**config.mk**
```make
export PLATFORM = sky130hd
export DESIGN_NAME = irq_accept
export DESIGN_NICKNAME = d
export VERILOG_FILES = /design/src/rtl/irq_accept.sv
export SDC_FILE = /design/constraint.sdc
export NUM_CORES = 1
export LEC_CHECK = 0
export CAP_MARGIN = 10
export CORE_ASPECT_RATIO = 0.5
export CORE_UTILIZATION = 45
export DETAILED_ROUTE_END_ITERATION = 6
export HOLD_SLACK_MARGIN = 0.1
export PLACE_DENSITY = 0.76
export SLEW_MARGIN = 20
export SYNTH_ARGS = -nofsm -noshare
export SYNTH_HDL_FRONTEND = slang
export SYNTH_SLANG_ARGS = --single-unit
```
**constraint.sdc**
```tcl
create_clock -name clock -period 3.65 [get_ports clock]
set_clock_uncertainty 0.1 [all_clocks]
set_input_delay 0.5475 -clock clock [delete_from_list [all_inputs] [get_ports clock]]
set_output_delay 0.5475 -clock clock [all_outputs]
set_load 0.02 [all_outputs]
```
**src/rtl/irq_accept.sv**
```systemverilog
// irq_accept: CPU-side interrupt acceptor for the 8080-style core.
// Turns toggles on the controller's irq line into queued 4-bit vectors, owns
// the iff1 interrupt-enable flag and runs the RST-style entry sequence at an
// opcode-fetch boundary: push PC high, push PC low, then jump to vect*8.
// Optional feature macro: IRQ_ACCEPT_NMI_EN adds a rising-edge nmi input that
// enters at 0x0066 regardless of iff1 and without touching the vector FIFO.
module irq_accept #(
    parameter int DEPTH = 4
) (
    input  logic        clock,
    input  logic        reset_n,
    input  logic        irq,
    input  logic [3:0]  vect,
    input  logic        ei,
    input  logic        di,
    input  logic        boundary,
    input  logic [15:0] pc,
    input  logic [15:0] sp,
    input  logic        mem_ready,
`ifdef IRQ_ACCEPT_NMI_EN
    input  logic        nmi,
`endif
    output logic        iff1,
    output logic        take,
    output logic        busy,
    output logic        mem_we,
    output logic [15:0] mem_addr,
    output logic [7:0]  mem_out,
    output logic        pc_load,
    output logic [15:0] new_pc,
    output logic        sp_load,
    output logic [15:0] new_sp,
    output logic        ovf
);

    localparam int PTR_W = $clog2(DEPTH);
    localparam logic [PTR_W:0] FULL_COUNT = (PTR_W + 1)'(DEPTH);
    localparam logic [15:0] NMI_VECTOR = 16'h0066;

    typedef enum logic [1:0] {
        IDLE,
        PUSH_HI,
        PUSH_LO,
        JUMP
    } state_t;

    state_t            state_q;

    // Request detection and vector queue.
    logic              irqPrev_q;
    logic [3:0]        fifoMem_q [DEPTH];
    logic [PTR_W-1:0]  rdPtr_q;
    logic [PTR_W-1:0]  wrPtr_q;
    logic [PTR_W:0]    count_q;
    logic              ovf_q;

    // Interrupt enable and the latched vector being serviced.
    logic              iff1_q;
    logic [3:0]        vecR_q;
    logic              vecNmi_q;

    // Registered outputs of the entry sequence.
    logic              memWe_q;
    logic [15:0]       memAddr_q;
    logic [7:0]        memOut_q;
    logic              pcLoad_q;
    logic [15:0]       newPc_q;
    logic              spLoad_q;
    logic [15:0]       newSp_q;

    logic              pushReq;
    logic              fifoEmpty;
    logic              fifoFull;
    logic              fifoPop;
    logic              fifoWrite;
    logic              fifoDrop;
    logic [3:0]        fifoHead;
    logic              normalAccept;
    logic              nmiAccept;
    logic              accept;
    logic [15:0]       spMinus1;
    logic [15:0]       spMinus2;

    assign pushReq      = irq ^ irqPrev_q;
    assign fifoEmpty    = (count_q == '0);
    assign fifoFull     = (count_q == FULL_COUNT);
    assign fifoHead     = fifoMem_q[rdPtr_q];
    assign normalAccept = (state_q == IDLE) && !fifoEmpty && iff1_q && boundary;

`ifdef IRQ_ACCEPT_NMI_EN
    logic nmiPrev_q;
    logic nmiPend_q;
    logic nmiRise;

    assign nmiRise   = nmi & ~nmiPrev_q;
    assign nmiAccept = nmiPend_q && (state_q == IDLE) && boundary;

    // Rising-edge detect on nmi; a fresh edge in the accept cycle stays pending.
    always_ff @(posedge clock) begin
        if (!reset_n) begin
            nmiPrev_q <= 1'b0;
            nmiPend_q <= 1'b0;
        end else begin
            nmiPrev_q <= nmi;
            nmiPend_q <= (nmiPend_q & ~nmiAccept) | nmiRise;
        end
    end
`else
    assign nmiAccept = 1'b0;
`endif

    // An NMI entry takes priority and leaves the vector queue untouched.
    assign accept    = nmiAccept || normalAccept;
    assign fifoPop   = normalAccept && !nmiAccept;
    assign fifoWrite = pushReq && (!fifoFull || fifoPop);
    assign fifoDrop  = pushReq && fifoFull && !fifoPop;

    assign spMinus1  = sp - 16'd1;
    assign spMinus2  = sp - 16'd2;

    // Vector storage is not reset; only the pointers and count define validity.
    always_ff @(posedge clock) begin
        if (fifoWrite) begin
            fifoMem_q[wrPtr_q] <= vect;
        end
    end

    // Toggle detection, queue pointers/occupancy and the sticky overflow flag.
    always_ff @(posedge clock) begin
        if (!reset_n) begin
            irqPrev_q <= 1'b0;
            rdPtr_q   <= '0;
            wrPtr_q   <= '0;
            count_q   <= '0;
            ovf_q     <= 1'b0;
        end else begin
            irqPrev_q <= irq;
            if (fifoWrite) begin
                wrPtr_q <= wrPtr_q + PTR_W'(1);
            end
            if (fifoPop) begin
                rdPtr_q <= rdPtr_q + PTR_W'(1);
            end
            if (fifoWrite && !fifoPop) begin
                count_q <= count_q + (PTR_W + 1)'(1);
            end else if (!fifoWrite && fifoPop) begin
                count_q <= count_q - (PTR_W + 1)'(1);
            end
            if (fifoDrop) begin
                ovf_q <= 1'b1;
            end
        end
    end

    // Interrupt enable: accept beats DI, DI beats EI.
    always_ff @(posedge clock) begin
        if (!reset_n) begin
            iff1_q <= 1'b0;
        end else if (accept) begin
            iff1_q <= 1'b0;
        end else if (di) begin
            iff1_q <= 1'b0;
        end else if (ei) begin
            iff1_q <= 1'b1;
        end
    end

    // Entry sequence; outputs are registered so each state's values appear in that state.
    always_ff @(posedge clock) begin
        if (!reset_n) begin
            state_q   <= IDLE;
            vecR_q    <= 4'd0;
            vecNmi_q  <= 1'b0;
            memWe_q   <= 1'b0;
            memAddr_q <= 16'd0;
            memOut_q  <= 8'd0;
            pcLoad_q  <= 1'b0;
            newPc_q   <= 16'd0;
            spLoad_q  <= 1'b0;
            newSp_q   <= 16'd0;
        end else begin
            case (state_q)
                IDLE: begin
                    if (accept) begin
                        state_q   <= PUSH_HI;
                        vecNmi_q  <= nmiAccept;
                        if (!nmiAccept) begin
                            vecR_q <= fifoHead;
                        end
                        memWe_q   <= 1'b1;
                        memAddr_q <= spMinus1;
                        memOut_q  <= pc[15:8];
                    end
                end
                PUSH_HI: begin
                    if (mem_ready) begin
                        state_q   <= PUSH_LO;
                        memAddr_q <= spMinus2;
                        memOut_q  <= pc[7:0];
                    end
                end
                PUSH_LO: begin
                    if (mem_ready) begin
                        state_q   <= JUMP;
                        memWe_q   <= 1'b0;
                        memAddr_q <= 16'd0;
                        memOut_q  <= 8'd0;
                        pcLoad_q  <= 1'b1;
                        spLoad_q  <= 1'b1;
                        newPc_q   <= vecNmi_q ? NMI_VECTOR : {9'b0, vecR_q, 3'b000};
                        newSp_q   <= spMinus2;
                    end
                end
                JUMP: begin
                    state_q  <= IDLE;
                    pcLoad_q <= 1'b0;
                    spLoad_q <= 1'b0;
                end
                default: begin
                    state_q <= IDLE;
                end
            endcase
        end
    end

    assign iff1     = iff1_q;
    assign take     = accept;
    assign busy     = (state_q != IDLE);
    assign mem_we   = memWe_q;
    assign mem_addr = memAddr_q;
    assign mem_out  = memOut_q;
    assign pc_load  = pcLoad_q;
    assign new_pc   = newPc_q;
    assign sp_load  = spLoad_q;
    assign new_sp   = newSp_q;
    assign ovf      = ovf_q;

endmodule
```
==> metrics.txt <==
post-synth cell types 52; Post-Synth Adder-Cell Area 4.83%; leakage power figure 1.78 nW; Arr. time, crit path between 2000 and 2500 ps; All-Layer GR Usage 19.9%; Synth Area in Compound Gates 14.9%; commonest cells after routing, fill and taps aside clkdlybuf4s50_1 (93), dfxtp_1 (62), nor2_1 (60); yosys warns 0; final core occ between 60% and 70%; first-pass iteration count of the detailed router 4; Final Max Slew Viols 0; xor and xnor area share after synthesis 6.49%; fmax 0.353 GHz; IO Port Bufs between 90 and 100; largest net degree at the start of global routing 32; initial antenna violation count 0; unrepaired setup endpoints after global routing false; Critical Path Slowest Stage Cell clkdlybuf4s50_1; core area 8060 µm²; r2r startpoint state_q[0]; HP Start vecR_q[0]; Layout fillers 685; Max Cap Viol 0; cell count after synthesis just over 400; first-pass GRT wire length approximately 14000 µm; reg2reg path depth 11; CTS tree yes; crit path buf inv count 3; mean area per synthesized cell 9.28 µm²; final period utilization 77.7%; Routed WL per cell 13.8 µm; Max stage delay on crit path 620 ps; critical path fanouts, max 9; commonest non-fill, non-tap cell in the layout clkdlybuf4s50_1; GPL Wtd Cong 0.826; Cells after DPL 594; total power 3.12 mW; synth-to-layout area growth 33.7%; Final Hold Viols 0; post-synthesis mux area share 3.71%; slew margin rel. 55.2%; Worst-Skew Late Latency 340 ps; clock sink total between 70 and 80; simple-gate share of the synthesized area between 15 and 20%; fin nets 550; post-synthesis register bit count 78; RR Endpoint count_q[2]; Antenna Nets Post-Route 0; Seq/Total Area, Yosys 45.6%; Die ar. slightly below 9000 µm²; Post-synth EDFFs 16; worst slew pin tran 671 ps; Initial Utilization 46.9%; Root Buffer clkbuf_16; Min-Delay Path Depth 2; delay-heaviest family, CP buffers and inverters; Async S/R FF share, synth 0%; DRT Wirelength 8430 µm; Post-route DRC 0; via count 3130; Post-Syn Area 3780 µm²; # resized after CTS 0; Startpoint Class flip-flop; GRT overflow 0; predominant post-synthesis flop cell dfxtp_1; Setup crit end kind primary output; Hold Buf Count CTS 0; clk buf depth 2; Ant. Diodes 0; CTS Buf Count 9; Stages on worst setup path 6; number of global-route vias before repair 2834; worst path cell trace inv_1, ha_1, nand3_1, nor2_2, buf_4, clkdlybuf4s50_1; Die H 66.8 µm; Min-Delay Endpoint new_pc[3]; VDD IR max 0.325 mV; share of layout cells above drive strength 1 about 6.6%; non-filler cells, final 610; Die Wd 132 µm; I/O pin count 106; R2R Setup Slk 980 ps; CP Data Required Time 3000 ps; Post-DP HPWL 6060 µm; final setup fails 0; main combinational cell family by area after synthesis simple AND/OR/NAND/NOR gates; pre-CTS setup slack 709 ps; # H-tree levels 3; Hold Path Class reg -> reg; number of post-CTS setup repair buffers 0; average vias per placed instance 5.13; Site Rows 23; fin crit period 2840 ps; CP Class reg -> out; initial drt markers 130; CTS clk-pin slew, worst paths 60 ps; PwrDens roughly 620 nW/µm²; Final WS setup 815 ps; Setup TNS 0 ps; status finished, final reports clean
## flip-flops by register name, indices dropped and copies added, names as in the netlist
signal,flops
count_q,3
fifoMem_q,16
iff1,1
irqPrev_q,1
mem_addr,16
mem_out,8
mem_we,1
new_pc,4
new_sp,16
ovf,1
rdPtr_q,2
sp_load,1
state_q,2
vecR_q,4
wrPtr_q,2
## worst register-to-register path, delay by kind of cell, from the launching register on
kind            cells  cell delay [ps]
compound gates      2              340
xor+xnor            1              180
fa+ha+maj           3              830
buf+inv             3              360
flops               1              340
simple gates        2              470
## worst max-delay path by stage
| stage | start | endpoint | slack, ps |
|---|---|---|---|
| floorplan | state_q[0] | count_q[2] | 1050 |
| global placement | boundary | count_q[2] | 760 |
| detailed placement | boundary | count_q[2] | 710 |
| CTS | state_q[0] | take | 810 |
| global route | state_q[0] | take | 700 |
| finish | state_q[0] | take | 810 |
## report_power, final
part | switching (mW) | internal (mW) | total [mW]
logic | 0.606 | 0.477 | 1.08
clock network | 0.360 | 0.533 | 0.893
registers | 0.0999 | 1.04 | 1.14
total | 1.07 | 2.05 | 3.12
## layout make-up
type / instances / area (µm²) / share of cell area, %
clock buffer: 10 / 229 / 4.53
clock inverter: 6 / 70.1 / 1.39
inverter: 14 / 52.6 / 1.04
multi-input combinational: 289 / 1850 / 36.6
sequential: 78 / 1720 / 34.1
tap: 112 / 140 / 2.77
timing repair buffer: 101 / 991 / 19.6
## logic make-up after synthesis
| logic type | after synthesis |
|---|---|
| AO/OA/AOI/OAI | 82 |
| XOR/XNOR | 28 |
| adder cells (fa/ha/maj) | 14 |
| buffers and inverters | 51 |
| flip-flops | 78 |
| multiplexers | 9 |
| other | 1 |
| AND/OR/NAND/NOR | 144 |
## cells in the mapped netlist (all sizes together), types with 2 or more instances
master	number	area (µm²)
dfxtp	62	1240
nor2	61	231
nand2	33	124
a21oi	26	130
buf	21	136
clkbuf	16	60.1
edfxtp	16	480
a211oi	15	113
nor3	15	91.3
xnor2	14	123
xor2	14	123
ha	13	163
inv	13	48.8
o21ai	10	50.1
nand3	9	45.0
a221oi	8	70.1
and2	7	43.8
a2bb2oi	5	50.0
mux2i	5	50.1
o2bb2ai	5	43.8
mux4	4	90.1
nand4	4	25.0
nor4	4	37.5
nand2b	3	18.8
a311oi	2	17.5
nor2b	2	12.5
nor3b	2	15.0
o211ai	2	15.0
## through the flow
stage,instance area [µm²],hold WS (ps)
3_5_place_dp,4750,348
2_1_floorplan,3820,331
5_1_grt,5050,381
6_report,5050,352
3_3_place_gp,4750,345
4_1_cts,5050,355
## routing by layer
metal,track usage (%),share of wire (%),up-vias
met3,4.87,4.3,13
met5,0,0,-
met4,7.85,1.4,0
met1,25.0,46,1465
met2,33.4,48,73
li1,-,-,1579
Power figures use the tool's default switching activity.
